==> config.mk <==
export PLATFORM = sky130hd
export DESIGN_NAME = mult_unit
export DESIGN_NICKNAME = d
export VERILOG_FILES = /design/src/rtl/mult_unit.sv
export SDC_FILE = /design/constraint.sdc
export NUM_CORES = 1
export LEC_CHECK = 0
export ABC_CLOCK_PERIOD_IN_PS = 8200
export CAP_MARGIN = 20
export CORE_MARGIN = 2
export CORE_UTILIZATION = 31
export CTS_CLUSTER_DIAMETER = 30
export DETAILED_ROUTE_END_ITERATION = 6
export PLACE_DENSITY_LB_ADDON = 0.25
export SYNTH_ARGS = -nofsm -noshare
export SYNTH_HDL_FRONTEND = slang
export SYNTH_SLANG_ARGS = --single-unit
==> constraint.sdc <==
create_clock -name clk -period 8.2 [get_ports clk]
set_input_delay 1.23 -clock clk [delete_from_list [all_inputs] [get_ports clk]]
set_output_delay 1.23 -clock clk [all_outputs]
set_load 0.005 [all_outputs]
==> src/rtl/mult_unit.sv <==
// mult_unit: iterative signed multiplier for the EX stage.
// Handles the R-type mult instruction with radix-2 shift-add on operand
// magnitudes and fixes the sign at the end. The product goes into HI/LO.
// Upstream fetch/decode is stalled while the multiply is in flight.
module mult_unit #(
  parameter int         WIDTH   = 32,
  parameter logic [3:0] OP_MULT = 4'b1000
) (
  input  logic             clk,
  input  logic             rst,
  input  logic             start,
  input  logic [3:0]       alu_op,
  input  logic [WIDTH-1:0] a,
  input  logic [WIDTH-1:0] b,
  output logic             stall,
  output logic             busy,
  output logic             done,
  output logic [WIDTH-1:0] hi,
  output logic [WIDTH-1:0] lo
);

  localparam int CW = (WIDTH > 1) ? $clog2(WIDTH) : 1;

  typedef enum logic [1:0] {
    IDLE,
    BUSY,
    DONE
  } state_t;

  state_t               state_q;
  logic [CW-1:0]        count_q;
  logic [WIDTH-1:0]     mcand_q;
  logic [WIDTH-1:0]     mplier_q;
  logic [2*WIDTH-1:0]   acc_q;
  logic                 sign_q;
  logic [WIDTH-1:0]     hi_q;
  logic [WIDTH-1:0]     lo_q;

  logic                 accept;
  logic                 lastIter;
  logic [WIDTH-1:0]     absA_d;
  logic [WIDTH-1:0]     absB_d;
  logic [2*WIDTH-1:0]   addend_d;
  logic [2*WIDTH-1:0]   acc_d;
  logic [2*WIDTH-1:0]   product_d;

  // Accept decode, operand magnitudes and the next shift-add step.
  // The most negative operand maps to 2^(WIDTH-1), which still fits unsigned.
  always_comb begin
    accept    = (state_q == IDLE) && start && (alu_op == OP_MULT);
    lastIter  = (count_q == CW'(WIDTH - 1));
    absA_d    = a[WIDTH-1] ? -a : a;
    absB_d    = b[WIDTH-1] ? -b : b;
    addend_d  = {{WIDTH{1'b0}}, mcand_q} << count_q;
    acc_d     = mplier_q[0] ? (acc_q + addend_d) : acc_q;
    product_d = sign_q ? -acc_d : acc_d;
  end

  // Control FSM and datapath registers; HI/LO only move on the final iteration.
  always_ff @(posedge clk or posedge rst) begin
    if (rst) begin
      state_q  <= IDLE;
      count_q  <= '0;
      mcand_q  <= '0;
      mplier_q <= '0;
      acc_q    <= '0;
      sign_q   <= 1'b0;
      hi_q     <= '0;
      lo_q     <= '0;
    end else begin
      case (state_q)
        IDLE: begin
          if (accept) begin
            sign_q   <= a[WIDTH-1] ^ b[WIDTH-1];
            mcand_q  <= absA_d;
            mplier_q <= absB_d;
            acc_q    <= '0;
            count_q  <= '0;
            state_q  <= BUSY;
          end
        end
        BUSY: begin
          acc_q    <= acc_d;
          mplier_q <= mplier_q >> 1;
          count_q  <= count_q + CW'(1);
          if (lastIter) begin
            {hi_q, lo_q} <= product_d;
            state_q      <= DONE;
          end
        end
        DONE: begin
          state_q <= IDLE;
        end
        default: begin
          state_q <= IDLE;
        end
      endcase
    end
  end

  assign busy  = (state_q == BUSY);
  assign done  = (state_q == DONE);
  assign stall = accept || (state_q == BUSY);
  assign hi    = hi_q;
  assign lo    = lo_q;

endmodule

==> run_results.csv, run 1 <==
group,metric,value,unit
outcome,outcome,"finished clean",
drt,drt_first_iter_violations,1420,
critical_path,worstPathBufferInverterCount,1,
power,power,8.38,mW
clock_network,ctsHtreeMaxLevel,4,
placed_design,place_inst,3051,
timing,tightest_slew,1.04,ns
clock_network,post_cts_resized,0,
timing,slew_viol_final,0,
final_layout,final-instance-count-excl-fill,3084,
die,core_region_area,57700,sq um
placed_design,place.port_buffers,137,
grt,first_global_vias,17100,
critical_path,critical_path.slowest_cell,"sky130_fd_sc_hd__nor4_1",
clock_network,cts.sinks,200,
critical_path,setup.reg_to_reg.worst_slack,0.40,ns
clock_network,cts_tree,"yes",
timing,max_freq,128,MHz
grt,grt_remaining_overflow,0,
drt,drcViolationCount,0,
drt,vias_per_instance,5.79,
yosys,proportion_of_register_bits_with_asynchronous_set_or_reset_after_synthesis,1.00,
critical_path,worst_setup_path_endpoint,"hi[31]",
clock_network,path_clk_slew,0.09,ns
worst_hold_path,hold_path_depth,2,
clock_network,clock_path_buffers,2,
grt,grt_first_pass_wirelength,103000,um
clock_network,numCtsBuffers,17,
final_layout,areaGrowthSynthToFinish,14.3,%
placed_design,place.detailed.hpwl,52200,um
yosys,synth-seq-cells,200,
critical_path,crit_path_max_incr_delay,0.66,ns
drt,drtPass1Iterations,6,
final_layout,finish.utilization,0.359,
timing,hold_violations,0,
timing,max_slew_margin,0.305,
die,floorplan.rows,88,
yosys,synth_seq_area_share,0.276,
die,fp.dieH,246,um
critical_path,setup.worst_path.start,"count_q[1]",
clock_network,postCtsHoldBufs,0,
placed_design,place_congestion,0.945,
critical_path,worstPathRequired,8.58,ns
timing,setup-violations-final,0,
critical_path,timing.critical_path.to_type,"register",
run,cap_violations,0,
critical_path,worst-path-stages,20,
clock_network,post-cts-setup-buffer-count,0,
drt,ant_nets,0,
power,power_leakage,8.05,nW
critical_path,crit_path_cell_trace,"buf_4 > mux2_2 > o21ai_0 > nor2_1 > a21oi_1 > mux2_2 > mux2i_1 > ha_1 > nand2_1 > o21ai_0 > a21o_1 > a221o_1 > mux2_2 > nor4_1 > and4bb_1 > and3_1 > nand3_2 > o41ai_2 > xnor2_1 > o21ai_1",
die,top_level_ports,138,
critical_path,rr_worst_depth,20,
critical_path,path_common_cell,"sky130_fd_sc_hd__mux2_2",
die,die_width,246,um
timing,setup_repair_after_global_routing_missed_its_margin,"no",
critical_path,crit_type,"register to register",
timing,final_min_period_over_clock_period,0.951,
die,die-area,60400,sq um
timing,finalCriticalPeriod,7.80,ns
power,vdd_ir_drop_max,0.227,mV
grt,pin_count_of_the_biggest_net_entering_global_routing,93,
critical_path,rr_endpoint,"hi[31]",
clock_network,latest_clock_arrival_within_the_worst_skew_pair,0.52,ns
grt,antenna_found_initial,0,
clock_network,cts_root_buf,"sky130_fd_sc_hd__clkbuf_16",
critical_path,worst-path-max-fanout,33,
timing,finalSetupTns,0,ns
final_layout,fill_cells,6128,
yosys,post_synth_num_cell_types,100,
power,pwr_density_cell,405,nW/um^2
die,floorplan.initialDensity,0.314,
yosys,number_of_synthesized_flops_with_an_enable_pin,0,
yosys,postSynthNetCount,2417,
critical_path,timing.rr.start,"count_q[1]",
final_layout,antenna_fix_cells,0,
grt,global_route.usage.total,0.221,
timing,final_worst_hold_slack,0.484,ns
drt,wl_per_cell,21.7,um
yosys,syn-mean-instance-area,7.95,sq um
drt,vias,17900,
critical_path,critical_path_arrival,8.18,ns
final_layout,finish.net_count,2447,
critical_path,path_delay_family,"compound AO/OA/AOI/OAI gates",
final_layout,drive_above_1_share,0.0776,
yosys,synthesis.area,18100,sq um
yosys,netlist_instances,2277,
yosys,yosysWarningCount,0,
worst_hold_path,min_path_type,"register to register",
timing,skew,0.0248,ns
yosys,synthFlopType,"sky130_fd_sc_hd__dfrtp_1",
drt,totalWireLength,66900,um
critical_path,crit_path_start_kind,"register",
-- cell type report --
| class | instances | area (sq um) | share of cell area |
|---|---|---|---|
| multi-input cells | 1888 | 12400 | 0.598 |
| well taps | 765 | 957 | 0.0462 |
| repair buffers | 163 | 1590 | 0.0766 |
| flip-flops and latches | 200 | 5010 | 0.242 |
| clock buffers | 18 | 439 | 0.0212 |
| inverters | 37 | 146 | 0.00707 |
| clock inverters | 13 | 174 | 0.00840 |
-- worst min-delay path, cell delays in order (launching register included) --
cell,delay [ns]
sky130_fd_sc_hd__dfrtp_1,0.35
sky130_fd_sc_hd__nand2_1,0.05
sky130_fd_sc_hd__o21ai_0,0.06
-- synth_stat cells, drive strengths merged, types with 17 or more instances --
master | count | area share
a21o | 20 | 0.0083
buf | 39 | 0.0095
ha | 68 | 0.047
or3 | 32 | 0.012
nor2 | 159 | 0.033
a22oi | 30 | 0.012
xnor2 | 52 | 0.025
nand3 | 89 | 0.025
nor3 | 40 | 0.012
nor4 | 19 | 0.0081
inv | 34 | 0.0070
nor2b | 19 | 0.0066
nand4 | 49 | 0.017
a211oi | 28 | 0.013
clkbuf | 113 | 0.024
nand2 | 286 | 0.059
and3 | 17 | 0.0059
o31ai | 37 | 0.016
xor2 | 82 | 0.040
dfrtp | 200 | 0.28
or2 | 17 | 0.0059
mux2 | 33 | 0.021
a21oi | 140 | 0.039
o22ai | 22 | 0.0076
nand2b | 22 | 0.0076
o21ai | 311 | 0.086
mux4 | 22 | 0.027
mux2i | 67 | 0.037
-- kinds of logic after synthesis --
| kind of cell | synth area share |
|---|---|
| AND/OR/NAND/NOR | 0.219 |
| AO/OA/AOI/OAI | 0.265 |
| flip-flops | 0.276 |
| buffers and inverters | 0.0410 |
| XOR/XNOR | 0.0648 |
| multiplexers | 0.0849 |
| adder cells (fa/ha/maj) | 0.0481 |
-- worst min path at each step --
| stage | startpoint | to | slack [ns] |
|---|---|---|---|
| 3_3_place_gp | lo[25] | lo[25] | 0.47 |
| 5_1_grt | hi[10] | hi[10] | 0.51 |
| 4_1_cts | lo[24] | lo[24] | 0.49 |
| 2_1_floorplan | mcand_q[29] | mcand_q[29] | 0.47 |
| 3_5_place_dp | lo[24] | lo[24] | 0.47 |
| 6_report | lo[29] | lo[29] | 0.48 |
-- report_power, final --
group / switching (mW) / internal (mW)
sequential: 0.329 / 1.25
combinational: 3.83 / 2.06
clock: 0.467 / 0.446
-- cells in the final DEF (no fill, tap or decap), drive strengths merged, types with 26 or more instances in the layout --
| cell type | netlist | routed |
|---|---|---|
| xor2 | 82 | 82 |
| mux2 | 33 | 33 |
| xnor2 | 52 | 52 |
| or3 | 32 | 32 |
| nor3 | 40 | 40 |
| nand3 | 89 | 89 |
| clkdlybuf4s50 | 0 | 137 |
| buf | 39 | 26 |
| a211oi | 28 | 28 |
| a22oi | 30 | 30 |
| o21ai | 311 | 311 |
| nand4 | 49 | 49 |
| ha | 68 | 68 |
| nand2 | 286 | 286 |
| dfrtp | 200 | 200 |
| inv | 34 | 41 |
| a21oi | 140 | 140 |
| nor2 | 159 | 159 |
| mux2i | 67 | 67 |
| o31ai | 37 | 37 |
-- state kept, by name (all words and copies together) (netlist names) --
| register | cells |
|---|---|
| acc_q | 64 |
| hi | 32 |
| lo | 32 |
| mcand_q | 32 |
| mplier_q | 32 |
| count_q | 5 |
| state_q | 2 |
| sign_q | 1 |
-- routing by layer --
layer,part of all wire,up-vias,global-route usage
li1,-,8542,-
met1,0.48,8747,0.311
met2,0.45,502,0.347
met3,0.045,75,0.0309
met4,0.025,0,0.0740
met5,0,-,0
-- through the flow --
step	setup slack [ns]	cell area, sq um
3_5_place_dp	0.573	20100
5_1_grt	0.0550	20700
2_1_floorplan	1.52	18100
3_3_place_gp	0.544	20100
6_report	0.403	20700
4_1_cts	0.545	20700
(Power assumes the default switching activity.)
==> run 2, diff against run 1 <==
--- a/config.mk
+++ b/config.mk
@@ -14,2 +14,3 @@
 export PLACE_DENSITY_LB_ADDON = 0.25
+export SLEW_MARGIN = 20
 export SYNTH_ARGS = -nofsm -noshare
--- a/constraint.sdc
+++ b/constraint.sdc
@@ -3,2 +3,2 @@
 set_output_delay 1.23 -clock clk [all_outputs]
-set_load 0.005 [all_outputs]
+set_load 0.02 [all_outputs]
==> run_results.csv, run 2 (synthesis gave the netlist of run 1 again) <==
group,metric,value,unit
worst_hold_path,min_path_type,"register to register",
clock_network,cts_root_buf,"sky130_fd_sc_hd__clkbuf_16",
grt,pin_count_of_the_biggest_net_entering_global_routing,93,
final_layout,mostFrequentLayoutCell,"sky130_fd_sc_hd__o21ai_0",
placed_design,place_inst,3051,
clock_network,post_cts_resized,0,
timing,final_min_period_over_clock_period,0.944,
critical_path,worst_setup_path_endpoint,"hi[31]",
final_layout,fill_cells,6132,
final_layout,combined_area_of_the_multi_input_logic_cells,12400,sq um
placed_design,place.port_buffers,137,
critical_path,path_delay_family,"compound AO/OA/AOI/OAI gates",
clock_network,numCtsBuffers,17,
power,power,8.38,mW
critical_path,crit_path_max_incr_delay,0.66,ns
timing,setup-violations-final,0,
clock_network,cts_tree,"yes",
clock_network,ctsHtreeMaxLevel,4,
critical_path,rr_worst_depth,20,
timing,setup_repair_after_global_routing_missed_its_margin,"no",
grt,global_route.usage.total,0.221,
clock_network,latest_clock_arrival_within_the_worst_skew_pair,0.52,ns
timing,skew,0.0238,ns
drt,ant_nets,0,
timing,final_worst_hold_slack,0.483,ns
grt,grt_remaining_overflow,0,
critical_path,crit_path_cell_trace,"buf_4 > mux2_2 > o21ai_0 > nor2_1 > a21oi_1 > mux2_2 > mux2i_1 > ha_1 > nand2_1 > o21ai_0 > a21o_1 > a221o_1 > mux2_2 > nor4_1 > and4bb_1 > and3_1 > nand3_2 > o41ai_2 > xnor2_1 > o21ai_1",
critical_path,crit_type,"register to register",
drt,wl_per_cell,21.7,um
timing,hold_violations,0,
die,floorplan.initialDensity,0.314,
clock_network,path_clk_slew,0.09,ns
drt,vias_per_instance,5.79,
critical_path,critical_path.slowest_cell,"sky130_fd_sc_hd__nor4_1",
clock_network,post-cts-setup-buffer-count,0,
timing,fin_ws,0.458,ns
critical_path,timing.rr.start,"count_q[1]",
die,die_width,246,um
critical_path,timing.critical_path.to_type,"register",
placed_design,place_congestion,0.945,
critical_path,setup.worst_path.start,"count_q[1]",
final_layout,post-route-cell-area,20700,sq um
grt,first_global_vias,17100,
final_layout,final-instance-count-excl-fill,3082,
final_layout,ff_latch_area,5010,sq um
drt,drtPass1Iterations,7,
drt,vias,17800,
critical_path,worst-path-stages,20,
placed_design,place.detailed.hpwl,52200,um
clock_network,clock_path_buffers,2,
drt,drcViolationCount,0,
critical_path,setup.reg_to_reg.worst_slack,0.46,ns
drt,drt_first_iter_violations,1347,
timing,max_freq,129,MHz
clock_network,cts.sinks,200,
final_layout,most_frequent_cells_in_the_layout,"sky130_fd_sc_hd__o21ai_0, sky130_fd_sc_hd__nand2_1, sky130_fd_sc_hd__dfrtp_1, sky130_fd_sc_hd__nor2_1, sky130_fd_sc_hd__a21oi_1",
final_layout,finish.utilization,0.358,
timing,max_slew_margin,0.322,
die,core_region_area,57700,sq um
outcome,outcome,"finished clean",
final_layout,antenna_fix_cells,0,
final_layout,areaGrowthSynthToFinish,14.1,%
run,cap_violations,0,
critical_path,path_common_cell,"sky130_fd_sc_hd__mux2_2",
critical_path,worstPathBufferInverterCount,1,
critical_path,rr_endpoint,"hi[31]",
die,die-area,60400,sq um
grt,grt_first_pass_wirelength,103000,um
power,power_leakage,8.04,nW
timing,slew_viol_final,0,
timing,tightest_slew,1.02,ns
critical_path,crit_path_start_kind,"register",
critical_path,worstPathRequired,8.58,ns
timing,finalSetupTns,0,ns
worst_hold_path,worst_hold_startpoint,"lo[29]",
die,floorplan.rows,88,
power,vdd_ir_drop_max,0.226,mV
final_layout,largest_reg_flops,64,
final_layout,finish.net_count,2445,
grt,antenna_found_initial,0,
critical_path,critical_path_arrival,8.12,ns
placed_design,pre_cts_slack,0.573,ns
critical_path,worst-path-max-fanout,33,
power,pwr_density_cell,406,nW/um^2
placed_design,dpl_cell_area,20100,sq um
final_layout,top_register,"acc_q",
die,top_level_ports,138,
clock_network,postCtsHoldBufs,0,
final_layout,drive_above_1_share,0.0773,
drt,totalWireLength,66900,um
die,fp.dieH,246,um
timing,finalCriticalPeriod,7.74,ns
==> run 2: changes by cell type in the layout (fill, tap and decap cells not counted), sizes merged <==
cell	change
buf	-1
clkdlybuf4s50	-1
==> run 2: worst register-to-register path, stage by stage (launching register included) <==
cell and delay [ns]:
sky130_fd_sc_hd__dfrtp_1 0.63, sky130_fd_sc_hd__buf_4 0.44, sky130_fd_sc_hd__mux2_2 0.40, sky130_fd_sc_hd__o21ai_0 0.52
sky130_fd_sc_hd__nor2_1 0.08, sky130_fd_sc_hd__a21oi_1 0.30, sky130_fd_sc_hd__mux2_2 0.25, sky130_fd_sc_hd__mux2i_1 0.12
sky130_fd_sc_hd__ha_1 0.62, sky130_fd_sc_hd__nand2_1 0.20, sky130_fd_sc_hd__o21ai_0 0.59, sky130_fd_sc_hd__a21o_1 0.29
sky130_fd_sc_hd__a221o_1 0.28, sky130_fd_sc_hd__mux2_2 0.36, sky130_fd_sc_hd__nor4_1 0.66, sky130_fd_sc_hd__and4bb_1 0.32
sky130_fd_sc_hd__and3_1 0.45, sky130_fd_sc_hd__nand3_2 0.36, sky130_fd_sc_hd__o41ai_2 0.51, sky130_fd_sc_hd__xnor2_1 0.16
sky130_fd_sc_hd__o21ai_1 0.07
==> run 2: layout make-up <==
cell class,count,area share
inverter,37,0.00708
tap,765,0.0463
multi-input combinational,1888,0.600
timing repair buffer,161,0.0748
clock buffer,18,0.0213
sequential,200,0.243
clock inverter,13,0.00842
==> run 2: where the power goes <==
group	internal (mW)	switching, mW	total, mW
clock	0.445	0.465	0.910
combinational	2.05	3.81	5.86
sequential	1.25	0.366	1.62
==> run 2: layer usage <==
metal / up-vias / GRT usage / wire length [um]
met2: 566 / 0.347 / 30200
met5: - / 0 / 0
met1: 8652 / 0.311 / 31700
met4: 0 / 0.0740 / 1660
li1: 8551 / - / -
met3: 78 / 0.0309 / 3330
==> run 2: worst min path at each step <==
stage | end | slack [ns] | cells past startpoint
4_1_cts | lo[24] | 0.49 | 2
2_1_floorplan | mcand_q[29] | 0.47 | 2
5_1_grt | hi[10] | 0.51 | 2
3_5_place_dp | lo[24] | 0.47 | 2
3_3_place_gp | lo[25] | 0.47 | 2
6_report | lo[29] | 0.48 | 2
